`config.mk`:
```
export PLATFORM = sky130hd
export DESIGN_NAME = note_sequencer_flat
export DESIGN_NICKNAME = d
export VERILOG_FILES = /design/src/rtl/tone_pkg.sv /design/src/rtl/note_sequencer_if.sv /design/src/rtl/note_table.sv /design/src/rtl/note_sequencer.sv /design/src/flat_wrapper.sv
export SDC_FILE = /design/constraint.sdc
export NUM_CORES = 1
export LEC_CHECK = 0
export ABC_AREA = 1
export CORE_MARGIN = 5
export CORE_UTILIZATION = 55
export DETAILED_ROUTE_END_ITERATION = 8
export PLACE_DENSITY = 0.73
export SYNTH_ARGS = -nofsm -noshare
export SYNTH_HDL_FRONTEND = slang
export SYNTH_SLANG_ARGS = --single-unit
```
`constraint.sdc`:
```
create_clock -name clk -period 6 [get_ports clk]
set_clock_uncertainty 0.05 [all_clocks]
set_input_delay 1.8 -clock clk [delete_from_list [all_inputs] [get_ports clk]]
set_output_delay 1.8 -clock clk [all_outputs]
set_load 0.02 [all_outputs]
```
`src/rtl/tone_pkg.sv`:
```
// Shared definitions for the tone path: sequencer state encoding and the
// default widths of a note-table entry (divider and length fields).
package tone_pkg;

    // Default width of the tone_gen divider value.
    localparam int unsigned TONE_DIV_W = 10;
    // Default width of a note length, in beat ticks.
    localparam int unsigned NOTE_LEN_W = 8;

    typedef enum logic [1:0] {
        SEQ_IDLE = 2'd0,
        SEQ_LOAD = 2'd1,
        SEQ_PLAY = 2'd2,
        SEQ_GAP  = 2'd3
    } seq_state_t;

endpackage

```
`src/rtl/note_sequencer_if.sv`:
```
// Control/status bundle of the note sequencer.
//   inputs to sequencer : start, stop, loop, tick, wr_en, wr_addr, wr_div, wr_len
//   outputs of sequencer: div, tone_rst, busy, note_idx, done
// master = controller side, slave = sequencer side.
interface note_sequencer_if #(
    parameter int unsigned WIDTH_COUNTER = tone_pkg::TONE_DIV_W,
    parameter int unsigned WIDTH_LEN     = tone_pkg::NOTE_LEN_W,
    parameter int unsigned DEPTH         = 16
) ();
    localparam int unsigned ADDR_W = (DEPTH > 1) ? $clog2(DEPTH) : 1;

    logic                     start;
    logic                     stop;
    logic                     loop;
    logic                     tick;
    logic                     wr_en;
    logic [ADDR_W-1:0]        wr_addr;
    logic [WIDTH_COUNTER-1:0] wr_div;
    logic [WIDTH_LEN-1:0]     wr_len;
    logic [WIDTH_COUNTER-1:0] div;
    logic                     tone_rst;
    logic                     busy;
    logic [ADDR_W-1:0]        note_idx;
    logic                     done;

    modport master (
        output start, stop, loop, tick, wr_en, wr_addr, wr_div, wr_len,
        input  div, tone_rst, busy, note_idx, done
    );

    modport slave (
        input  start, stop, loop, tick, wr_en, wr_addr, wr_div, wr_len,
        output div, tone_rst, busy, note_idx, done
    );

endinterface

```
`src/rtl/note_table.sv`:
```
// Note storage: DEPTH entries of {div, len}, one synchronous write port and
// one combinational read port. Contents are not reset.
//   clk               : clock
//   wr_en/wr_addr     : write strobe and address
//   wr_div/wr_len     : entry to store
//   rd_addr           : read address
//   rd_div_c/rd_len_c : combinational read data
module note_table
    import tone_pkg::*;
#(
    parameter int unsigned WIDTH_COUNTER = TONE_DIV_W,
    parameter int unsigned WIDTH_LEN     = NOTE_LEN_W,
    parameter int unsigned DEPTH         = 16,
    localparam int unsigned ADDR_W       = (DEPTH > 1) ? $clog2(DEPTH) : 1
) (
    input  logic                     clk,
    input  logic                     wr_en,
    input  logic [ADDR_W-1:0]        wr_addr,
    input  logic [WIDTH_COUNTER-1:0] wr_div,
    input  logic [WIDTH_LEN-1:0]     wr_len,
    input  logic [ADDR_W-1:0]        rd_addr,
    output logic [WIDTH_COUNTER-1:0] rd_div_c,
    output logic [WIDTH_LEN-1:0]     rd_len_c
);

    logic [WIDTH_COUNTER-1:0] div_mem [DEPTH];
    logic [WIDTH_LEN-1:0]     len_mem [DEPTH];

    // Write port
    always_ff @(posedge clk) begin
        if (wr_en) begin
            div_mem[wr_addr] <= wr_div;
            len_mem[wr_addr] <= wr_len;
        end
    end

    // Read port
    assign rd_div_c = div_mem[rd_addr];
    assign rd_len_c = len_mem[rd_addr];

endmodule

```
`src/rtl/note_sequencer.sv`:
```
// Plays a song from the note table: each entry drives the tone_gen divider
// for len beat ticks (div=0 is a rest, len=0 marks end of song), with an
// optional one-tick silent gap after each note.
//   clk, rst : clock, synchronous active-high reset
//   bus      : slave side of note_sequencer_if (control in, tone/status out)
module note_sequencer
    import tone_pkg::*;
#(
    parameter int unsigned WIDTH_COUNTER = TONE_DIV_W,
    parameter int unsigned WIDTH_LEN     = NOTE_LEN_W,
    parameter int unsigned DEPTH         = 16,
    parameter int unsigned GAP_EN        = 1
) (
    input  logic            clk,
    input  logic            rst,
    note_sequencer_if.slave bus
);

    localparam int unsigned ADDR_W   = (DEPTH > 1) ? $clog2(DEPTH) : 1;
    localparam logic [ADDR_W-1:0] LAST_IDX = ADDR_W'(DEPTH - 1);

    seq_state_t               state_q, state_d;
    logic [ADDR_W-1:0]        idx_q, idx_d;
    logic [WIDTH_LEN-1:0]     rem_q, rem_d;
    logic [WIDTH_COUNTER-1:0] div_lat_q, div_lat_d;
    logic                     done_d;
    logic                     adv_c;
    logic                     tbl_we_c;
    logic [WIDTH_COUNTER-1:0] rd_div_c;
    logic [WIDTH_LEN-1:0]     rd_len_c;

    logic [WIDTH_COUNTER-1:0] div_q;
    logic                     tone_rst_q;
    logic                     busy_q;
    logic                     done_q;

    // Table only accepts writes while idle
    assign tbl_we_c = bus.wr_en && (state_q == SEQ_IDLE);

    note_table #(
        .WIDTH_COUNTER (WIDTH_COUNTER),
        .WIDTH_LEN     (WIDTH_LEN),
        .DEPTH         (DEPTH)
    ) u_table (
        .clk      (clk),
        .wr_en    (tbl_we_c),
        .wr_addr  (bus.wr_addr),
        .wr_div   (bus.wr_div),
        .wr_len   (bus.wr_len),
        .rd_addr  (idx_q),
        .rd_div_c (rd_div_c),
        .rd_len_c (rd_len_c)
    );

    // State and datapath registers
    always_ff @(posedge clk) begin
        if (rst) begin
            state_q   <= SEQ_IDLE;
            idx_q     <= '0;
            rem_q     <= '0;
            div_lat_q <= '0;
        end else begin
            state_q   <= state_d;
            idx_q     <= idx_d;
            rem_q     <= rem_d;
            div_lat_q <= div_lat_d;
        end
    end

    // Next-state logic
    always_comb begin
        state_d   = state_q;
        idx_d     = idx_q;
        rem_d     = rem_q;
        div_lat_d = div_lat_q;
        done_d    = 1'b0;
        adv_c     = 1'b0;

        case (state_q)
            SEQ_IDLE: begin
                if (bus.start) begin
                    state_d = SEQ_LOAD;
                    idx_d   = '0;
                end
            end
            SEQ_LOAD: begin
                if (rd_len_c == '0) begin
                    // End marker: looping replays entry 0 unless we are already on it
                    if (bus.loop && (idx_q != '0)) begin
                        idx_d = '0;
                    end else begin
                        done_d  = 1'b1;
                        state_d = SEQ_IDLE;
                    end
                end else begin
                    div_lat_d = rd_div_c;
                    rem_d     = rd_len_c;
                    state_d   = SEQ_PLAY;
                end
            end
            SEQ_PLAY: begin
                if (bus.tick) begin
                    rem_d = rem_q - WIDTH_LEN'(1);
                    if (rem_q == WIDTH_LEN'(1)) begin
                        if (GAP_EN != 0) begin
                            state_d = SEQ_GAP;
                        end else begin
                            adv_c = 1'b1;
                        end
                    end
                end
            end
            SEQ_GAP: begin
                if (bus.tick) begin
                    adv_c = 1'b1;
                end
            end
            default: state_d = SEQ_IDLE;
        endcase

        // Step to the next entry; running off the table end counts as end of song
        if (adv_c) begin
            if (idx_q == LAST_IDX) begin
                if (bus.loop) begin
                    idx_d   = '0;
                    state_d = SEQ_LOAD;
                end else begin
                    done_d  = 1'b1;
                    state_d = SEQ_IDLE;
                end
            end else begin
                idx_d   = idx_q + ADDR_W'(1);
                state_d = SEQ_LOAD;
            end
        end

        // Abort beats everything else
        if (bus.stop) begin
            state_d = SEQ_IDLE;
            done_d  = 1'b0;
        end
    end

    // Registered outputs; tone controls follow the state one cycle later
    always_ff @(posedge clk) begin
        if (rst) begin
            div_q      <= '0;
            tone_rst_q <= 1'b1;
            busy_q     <= 1'b0;
            done_q     <= 1'b0;
        end else begin
            busy_q <= (state_d != SEQ_IDLE);
            done_q <= done_d;
            if (bus.stop) begin
                tone_rst_q <= 1'b1;
            end else begin
                tone_rst_q <= (state_q != SEQ_PLAY) || (div_lat_q == '0);
            end
            if (state_q == SEQ_PLAY) begin
                div_q <= div_lat_q;
            end
        end
    end

    assign bus.div      = div_q;
    assign bus.tone_rst = tone_rst_q;
    assign bus.busy     = busy_q;
    assign bus.note_idx = idx_q;
    assign bus.done     = done_q;

endmodule

```
`src/flat_wrapper.sv`:
```
// flat-port wrapper written by rule: the top's interface ports become plain ports
module note_sequencer_flat import tone_pkg::*;
#(
    parameter int unsigned WIDTH_COUNTER = TONE_DIV_W,
    parameter int unsigned WIDTH_LEN     = NOTE_LEN_W,
    parameter int unsigned DEPTH         = 16,
    parameter int unsigned GAP_EN        = 1
)
  (clk, rst, bus_start, bus_stop, bus_loop, bus_tick, bus_wr_en, bus_wr_addr, bus_wr_div, bus_wr_len, bus_div, bus_tone_rst, bus_busy, bus_note_idx, bus_done);
  note_sequencer_if #(.WIDTH_COUNTER(WIDTH_COUNTER), .WIDTH_LEN(WIDTH_LEN), .DEPTH(DEPTH)) bus_i ();
  input  logic clk;
  input  logic rst;
  input wire logic [$bits(bus_i.start)-1:0] bus_start;
  input wire logic [$bits(bus_i.stop)-1:0] bus_stop;
  input wire logic [$bits(bus_i.loop)-1:0] bus_loop;
  input wire logic [$bits(bus_i.tick)-1:0] bus_tick;
  input wire logic [$bits(bus_i.wr_en)-1:0] bus_wr_en;
  input wire logic [$bits(bus_i.wr_addr)-1:0] bus_wr_addr;
  input wire logic [$bits(bus_i.wr_div)-1:0] bus_wr_div;
  input wire logic [$bits(bus_i.wr_len)-1:0] bus_wr_len;
  output wire logic [$bits(bus_i.div)-1:0] bus_div;
  output wire logic [$bits(bus_i.tone_rst)-1:0] bus_tone_rst;
  output wire logic [$bits(bus_i.busy)-1:0] bus_busy;
  output wire logic [$bits(bus_i.note_idx)-1:0] bus_note_idx;
  output wire logic [$bits(bus_i.done)-1:0] bus_done;
  assign bus_i.start = bus_start;
  assign bus_i.stop = bus_stop;
  assign bus_i.loop = bus_loop;
  assign bus_i.tick = bus_tick;
  assign bus_i.wr_en = bus_wr_en;
  assign bus_i.wr_addr = bus_wr_addr;
  assign bus_i.wr_div = bus_wr_div;
  assign bus_i.wr_len = bus_wr_len;
  assign bus_div = bus_i.div;
  assign bus_tone_rst = bus_i.tone_rst;
  assign bus_busy = bus_i.busy;
  assign bus_note_idx = bus_i.note_idx;
  assign bus_done = bus_i.done;
  note_sequencer #(.WIDTH_COUNTER(WIDTH_COUNTER), .WIDTH_LEN(WIDTH_LEN), .DEPTH(DEPTH), .GAP_EN(GAP_EN)) u_core (.clk(clk), .rst(rst), .bus(bus_i));
endmodule
```
== Word level (Yosys, flattened, before mapping) ==
Memories as Yosys holds them, arrays and structs flattened. A register that Yosys moved wholly into a read port is not among the register bits.
Index checks and enable logic that the tools add are counted.
Cells by class
  magnitude comparators: 0
  add/subtract/negate cells: 2
  div/mod/pow operators: 0
  multipliers: 0
  reductions and logical operators: 12
  shift operators: 0
  bitwise gates (word level): 1
  equal/unequal tests: 8
  multiplexer cells: 31
Operator list (number)
  2-to-1 mux 4 bit: 7
  2-to-1 mux 8 bit: 2
  one-hot mux 8 bit (2 select lines): 1
  2-to-1 mux 2 bit: 7
  2-to-1 mux 1 bit: 12
  zero test 10 bit: 1
  == test 8 x 1 -> 1 bit, second input constant: 1
  zero test 8 bit: 1
  one-hot mux 4 bit (2 select lines): 1
  subtractor 8 x 1 -> 8 bit, second input constant: 1
  inequality test 2 bit, second input constant: 3
  one-hot mux 2 bit (3 select lines): 1
  adder 4 x 1 -> 4 bit, second input constant: 1
  == test 2 bit, second input constant: 2
  == test 4 bit, second input constant: 1
  nonzero test 2 bit: 2
  nonzero test 4 bit: 1
  AND reduction 3 bit: 1
  == test 2 x 1 -> 1 bit, second input constant: 1
  logical AND 1 bit: 2
  zero test 2 bit: 1
  AND reduction 2 bit: 1
  OR reduction 2 bit: 1
  logical OR 1 bit: 1
  inverter 1 bit: 1
Storage, ports and cells
  output and inout port bits: 17
  memories: 2
  memory bits (read-only): 0
  register bits: 27
  input bits: 29
  bits in latches: 0
  word-level logic and storage cells: 63
  RAM bits: 288
Memory list
  u_core.u_table.div_mem: words 16, width 10, rd ports 1, clocked after Yosys merged registers in 1, wr ports 1, RTL line note_table.sv:26  | logic [WIDTH_COUNTER-1:0] div_mem [DEPTH];
  u_core.u_table.len_mem: words 16, width 8, rd ports 1, clocked after Yosys merged registers in 1, wr ports 1, RTL line note_table.sv:27  | logic [WIDTH_LEN-1:0] len_mem [DEPTH];

== Longest topological paths before layout ==
Gate-level depths: netlist (run 1).
  depth in word-level cells: 9
  depth in mapped cells: 17
  depth with buffers taken out: 16

== By module ==
From an unflattened synthesis (run 1), not the netlist that was laid out.
Unflattened totals
  cells, all modules: 1435
  area total of the unflattened synthesis: 14153.6 um^2
Modules (own cells, without submodules)
  note_table: times used 1, area each 12403.1 um^2, seq. area each 8648.3 um^2, cells an instance 1187
  note_sequencer: times used 1, area each 1750.4 um^2, seq. area each 740.7 um^2, cells an instance 248

== Worst setup path before layout (run 1) ==
OpenSTA, ideal clock, no wires.
  path kind: input-to-reg
  start point: input port bus_wr_en
  end point: memory u_core.u_table.div_mem[10][0] (netlist bit) (enable)
  buffers on the path: 0
  data required time: 5.557 ns
  stages on the path: 3
  arrival time: 3.115 ns
  slack: 2.443 ns
  path through: nor3b_1 nand3_1 nor2_1
On the way
  cells in the longest elaborated chain, start to end: 3
RTL lines
  start: declaration: RTL line flat_wrapper.sv:17  | input wire logic [$bits(bus_i.wr_en)-1:0] bus_wr_en;
  logical AND 1 bit: RTL line note_sequencer.sv:38  | assign tbl_we_c = bus.wr_en && (state_q == SEQ_IDLE);
  2-to-1 mux 1 bit: RTL line note_table.sv:31  | if (wr_en) begin
  2-to-1 mux 1 bit (implied by the code): RTL line note_table.sv:32  | div_mem[wr_addr] <= wr_div;
  end: declaration: RTL line note_table.sv:26
Every way passes these cells.

== Worst setup path after layout (run 1) ==
  start point: input port bus_wr_en
  end point: memory u_core.u_table.len_mem[6][0] (netlist bit) (enable)
On the way
  cells in the longest elaborated chain, start to end: 3
RTL lines
  logical AND 1 bit: RTL line note_sequencer.sv:38
  2-to-1 mux 1 bit: RTL line note_table.sv:31
  2-to-1 mux 1 bit (implied by the code): RTL line note_table.sv:33  | len_mem[wr_addr] <= wr_len;
  end: declaration: RTL line note_table.sv:27
Every way passes these cells.

==> impl_metrics.ini, run 1 <==
[detailed_routing]
wl_per_cell_um = 18.7
dr.pass1.iters = 5
routed_via_density = 5.52
vias = 8924
wl_um = 30200
ant_nets = 0
drc = 0
drt-initial-drc-count = 979

[die]
core_sq_mm = 0.0242
dieArea_sq_mm = 0.0276
die_h_um = 166
start_util_pct = 55.5
top_level_ports = 46
row_count = 57
die_width_um = 166

[synth]
yosys_warnings = 0
synth_top_family_by_area = simple AND/OR/NAND/NOR gates
synth_top_area_cell = edfxtp_1
yosysTopAreaCellShare_pct = 64.5
ys_types = 27
yosys.area_share.xor_xnor_pct = 0.261
ys_seq_elements = 325
avgSynthCellArea_sq_um = 10.8
synth_cells = 1245
yosys-top-cells-area = edfxtp_1 64%, nand2_1 9.1%, dfxtp_1 5.5%, nor2_1 4.2%, o21ai_0 4.0%
yosys.area_share.adder_pct = 0.373
synth_mux_area_share_pct = 0
synth_compound_area_share_pct = 7.57
synth_nets = 1278
synthesis.area_sq_mm = 0.0134
synth-simple-area-share_pct = 16.3
yosysSeqAreaShare_pct = 70.0

[place]
io_buffers = 45
hpwlAfterDp_um = 18100
dpl_cell_area_sq_mm = 0.0141
gp_congestion = 0.847

[finish]
area_delta_synth_final_pct = 12.7
drive_above_1_share_pct = 6.41
final_common_cell = nand2_1
fin_util_pct = 62.5
fin_nets = 1302
insertedDiodeCount = 0
mostFrequentLayoutCells = 326 x nand2_1, 288 x edfxtp_1, 134 x nor2_1
final_cell_area_sq_mm = 0.0151

[critical_path]
rr_startpoint = u_core.bus.note_idx[0]
crit_buf_inv = 1
critPathMaxStageDelay_ns = 0.92
crit_family = simple AND/OR/NAND/NOR gates
end_kind = register
crit_type = in -> reg
reg2regPathDepth = 15
regToRegSetupSlack_ns = 2.46
cp.required_ns = 6.12
rr_endpoint = u_core.rem_q[3]
worstPathArrival_ns = 4.03
start_kind = input port
cp_slowest_cell = nor2_2
path_cells = clkdlybuf4s50_1 -> nor3b_1 -> nand3_1 -> nor2_2
cp_max_fo = 18

[global_route]
grtUsageTotal_pct = 21.4
grt_pass1_vias = 8379
grt_pass1_wl_um = 46700
grt_max_degree = 116
gr-total-overflow = 0
antenna_found_initial = 1

[clock_tree]
cts_root_buffer = clkbuf_16
clock_latency_ns = 0.56
cts_buffers = 31
cts_sinks = 325
clock_path_buffers = 3
cts_resized = 0
h-tree-depth = 1
cts_tree = done
clk_pin_slew_ns = 0.06
cts-hold-fix-buffers = 0
postCtsSetupRepairBufs = 0

[worst_hold_path]
hold_class = reg -> reg
hold_depth = 1
whs_endpoint = u_core.bus.tone_rst
min_from = u_core.div_lat_q[0]

[timing]
fin_crit_sh_pct = 65.2
tns_ns = 0
fmax_mhz = 256
setup_viol = 0
worst_pin_slew_ns = 1.19
slew_headroom_pct = 20.4
grt_setup_unrepaired = false
fin_crit_ns = 3.91
slew_violations = 0
hold_viol = 0

[power_and_ir_drop]
ir_drop_v = 0.000219
leakage_nw = 5.68
power_w = 0.00462
power_density_mw_per_mm2 = 306

[outcome]
status = completed

[flow_run]
cap_violations = 0
cell usage after synthesis (all sizes together):
cell type	count
dfxtp	37
nand4	14
edfxtp	288
nand3	51
o22ai	40
xor2	3
o41ai	1
inv	107
a21oi	37
ha	4
nand2	329
buf	29
clkbuf	34
nor2	153
nor3	1
nor4	1
o21ai	114
nor3b	1
xnor2	1
through the flow:
step | instances | hold WS (ns) | setup slack (ns)
global route | 1618 | 0.454 | 1.87
global placement | 1560 | 0.411 | 1.60
CTS | 1618 | 0.430 | 2.09
detailed placement | 1560 | 0.419 | 1.50
finish | 1618 | 0.431 | 2.09
floorplan | 1245 | 0.392 | 2.44
cells by family (layout without fill, tap and decap cells):
family	after synthesis	in the layout
adders and majority gates	4	4
xor gates and xnor gates	4	4
buffers and inverters	170	219
DFF	325	325
and+or+nand+nor	550	550
AOI/OAI and AO/OA	192	192
how the worst max path moves through the flow:
stage | startpoint | endpoint | slack (ns) | cells after the start
5_1_grt | bus_wr_en | u_core.u_table.len_mem[6][0] | 1.87 | 4
6_report | bus_wr_en | u_core.u_table.len_mem[6][0] | 2.09 | 4
2_1_floorplan | bus_wr_en | u_core.u_table.div_mem[10][0] | 2.44 | 3
4_1_cts | bus_wr_en | u_core.u_table.len_mem[6][0] | 2.09 | 4
3_3_place_gp | bus_wr_en | u_core.u_table.len_mem[6][0] | 1.60 | 4
3_5_place_dp | bus_wr_en | u_core.u_table.len_mem[6][0] | 1.50 | 4
layout make-up:
cell class	instances	area [sq um]
Clock buffer	35	791
Clock inverter	23	249
Fill cell	1812	9060
Inverter	107	404
Multi-Input combinational cell	750	3330
Sequential cell	325	9390
Tap cell	324	405
Timing Repair Buffer	54	543
flip-flops by register name, summed over array words and instances (netlist names):
name,flops
u_core.u_table.len_mem,128
u_core.bus.div,10
u_core.rem_q,8
u_core.div_lat_q,10
u_core.bus.busy,1
u_core.bus.note_idx,4
u_core.state_q,2
u_core.bus.tone_rst,1
u_core.u_table.div_mem,160
u_core.bus.done,1
routing by layer:
layer | up-vias | track usage (%) | routed length (um)
li1 | 4268 | - | -
met1 | 4231 | 28.7 | 12100
met2 | 371 | 37.0 | 15100
met3 | 52 | 3.00 | 2270
met4 | 2 | 6.06 | 716
met5 | - | 0 | 20
power by group:
| group | switching, W | internal, W |
|---|---|---|
| registers | 0.0000102 | 0.00249 |
| logic | 0.000101 | 0.0000430 |
| clock network | 0.000810 | 0.00116 |
No activity file was read; power rests on OpenSTA's default activity.
==> run 2: changes to the inputs <==
--- a/config.mk
+++ b/config.mk
@@ -9,7 +9,7 @@
 export CORE_MARGIN = 5
 export CORE_UTILIZATION = 55
 export DETAILED_ROUTE_END_ITERATION = 8
-export PLACE_DENSITY = 0.73
+export PLACE_DENSITY = 0.76
 export SYNTH_ARGS = -nofsm -noshare
 export SYNTH_HDL_FRONTEND = slang
 export SYNTH_SLANG_ARGS = --single-unit
==> constraint.sdc (replaced) <==
create_clock -name clk -period 3.29 [get_ports clk]
set_clock_uncertainty 0.05 [all_clocks]
set_input_delay 0.987 -clock clk [delete_from_list [all_inputs] [get_ports clk]]
set_output_delay 0.987 -clock clk [all_outputs]
set_load 0.02 [all_outputs]
==> run 2 against run 1 <==
  * First-iteration DRC count grew 7.0%
  * Routed wire length down 1.6%
  * Power rose by 74%
  * Sequential power up 83%
  * Final cell count grew 1.6%
  * Design area is 1.6% higher
  * Global-route usage fell by 0.43 points
  * Die area is the same
  * Core utilization up 1.0 points
  * Combinational power up 92%
==> impl_metrics.ini, run 2 (synthesis gave the netlist of run 1 again) <==
[outcome]
status = completed

[critical_path]
rr_startpoint = u_core.bus.note_idx[0]
end_kind = primary output
start_kind = register
cp_max_fo = 116
rr_endpoint = u_core.bus.note_idx[0]
crit_type = reg -> out
cp.required_ns = 2.25
worstPathArrival_ns = 2.07
regToRegSetupSlack_ns = 0.49
reg2regPathDepth = 14

[die]
top_level_ports = 46
core_sq_mm = 0.0242
die_width_um = 166
dieArea_sq_mm = 0.0276
start_util_pct = 55.5
row_count = 57
die_h_um = 166

[finish]
area_delta_synth_final_pct = 14.5
mostFrequentLayoutCells = 326 x nand2_1, 288 x edfxtp_1, 135 x nor2_1
fin_cells = 1644
drive_above_1_share_pct = 7.80
final_common_cell = nand2_1
largest_reg_flops = 160
insertedDiodeCount = 0
fin_nets = 1334
reg_top3 = u_core.u_table.div_mem: 160 flops, u_core.u_table.len_mem: 128 flops
largest_register = u_core.u_table.div_mem

[clock_tree]
clock_path_buffers = 3
cts_resized = 0
cts_sinks = 325
clk_pin_slew_ns = 0.06
clock_latency_ns = 0.56
cts-hold-fix-buffers = 0
cts_tree = done
cts_buffers = 31
cts_root_buffer = clkbuf_16
postCtsSetupRepairBufs = 0
h-tree-depth = 1

[detailed_routing]
ant_nets = 0
wl_um = 29700
dr.pass1.iters = 5
routed_via_density = 5.53
drt-initial-drc-count = 1048
wl_per_cell_um = 18.1
vias = 9094
drc = 0

[flow_run]
cap_violations = 0

[power_and_ir_drop]
leakage_nw = 5.80
power_density_mw_per_mm2 = 525
ir_drop_v = 0.000383

[timing]
timing.final.ws_setup_ns = 0.178
whs_ns = 0.429
grt_setup_unrepaired = false
fin_crit_ns = 3.11
fin_crit_sh_pct = 94.6
tns_ns = 0
fmax_mhz = 321
slew_violations = 0
setup_viol = 0
hold_viol = 0
slew_headroom_pct = 45.5
worst_pin_slew_ns = 0.814

[worst_hold_path]
whs_endpoint = u_core.div_lat_q[8]
hold_depth = 2
min_from = u_core.div_lat_q[8]
hold_class = reg -> reg

[global_route]
gr-total-overflow = 0
grtUsageTotal_pct = 21.0
antenna_found_initial = 0
grt_pass1_vias = 8733
grt_max_degree = 117
grt_pass1_wl_um = 46900

[place]
dp_slack_ns = 0.525
dp_cells = 1592
hpwlAfterDp_um = 18200
gp_congestion = 0.851
io_buffers = 45
==> run 2: critical path: stages (launching register included) <==
cell and delay [ns]:
dfxtp_4 0.38, buf_12 0.36, clkdlybuf4s50_1 0.70
==> run 2: through the flow <==
stage / total power (W) / utilization, % / cell area (sq um)
global placement: 0.00492 / 59.8 / 14500
detailed placement: 0.00493 / 59.8 / 14500
CTS: 0.00811 / 63.5 / 15400
finish: 0.00806 / 63.5 / 15400
floorplan: 0.00477 / - / 13400
global route: 0.00832 / 63.5 / 15400
==> run 2: where the power goes <==
| part | total, W | leakage (nW) | switching (W) | internal, W |
|---|---|---|---|---|
| logic | 0.000276 | 2.46 | 0.000185 | 0.0000915 |
| clock network | 0.00322 | 0.441 | 0.00141 | 0.00180 |
| registers | 0.00457 | 2.90 | 0.0000190 | 0.00455 |
==> run 2: routing by layer <==
| layer | GRT usage, % | wire length (um) |
|---|---|---|
| met1 | 30.6 | 12400 |
| met2 | 33.8 | 14100 |
| met3 | 3.24 | 2650 |
| met4 | 4.99 | 482 |
| met5 | 0 | 0 |
==> run 2: worst max-delay path by stage <==
stage                           startpoint                       endpoint  slack [ns]  cells past startpoint
floorplan                        bus_wr_en  u_core.u_table.div_mem[10][0]        0.55                      3
global placement                 bus_wr_en  u_core.u_table.div_mem[10][6]        0.50                      6
detailed placement               bus_wr_en   u_core.u_table.len_mem[3][2]        0.52                      6
CTS                 u_core.bus.note_idx[0]                bus_note_idx[0]        0.17                      2
global route        u_core.bus.note_idx[0]                bus_note_idx[0]        0.12                      2
finish              u_core.bus.note_idx[0]                bus_note_idx[0]        0.18                      2
==> run 2: area by class of cell <==
| cell class | instances | area, sq um |
|---|---|---|
| clock buffer | 41 | 813 |
| clock inverter | 11 | 92.6 |
| fill | 1756 | 8820 |
| inverter | 107 | 404 |
| multi-input combinational | 750 | 3330 |
| sequential | 325 | 9390 |
| tap | 324 | 405 |
| timing repair buffer | 86 | 921 |
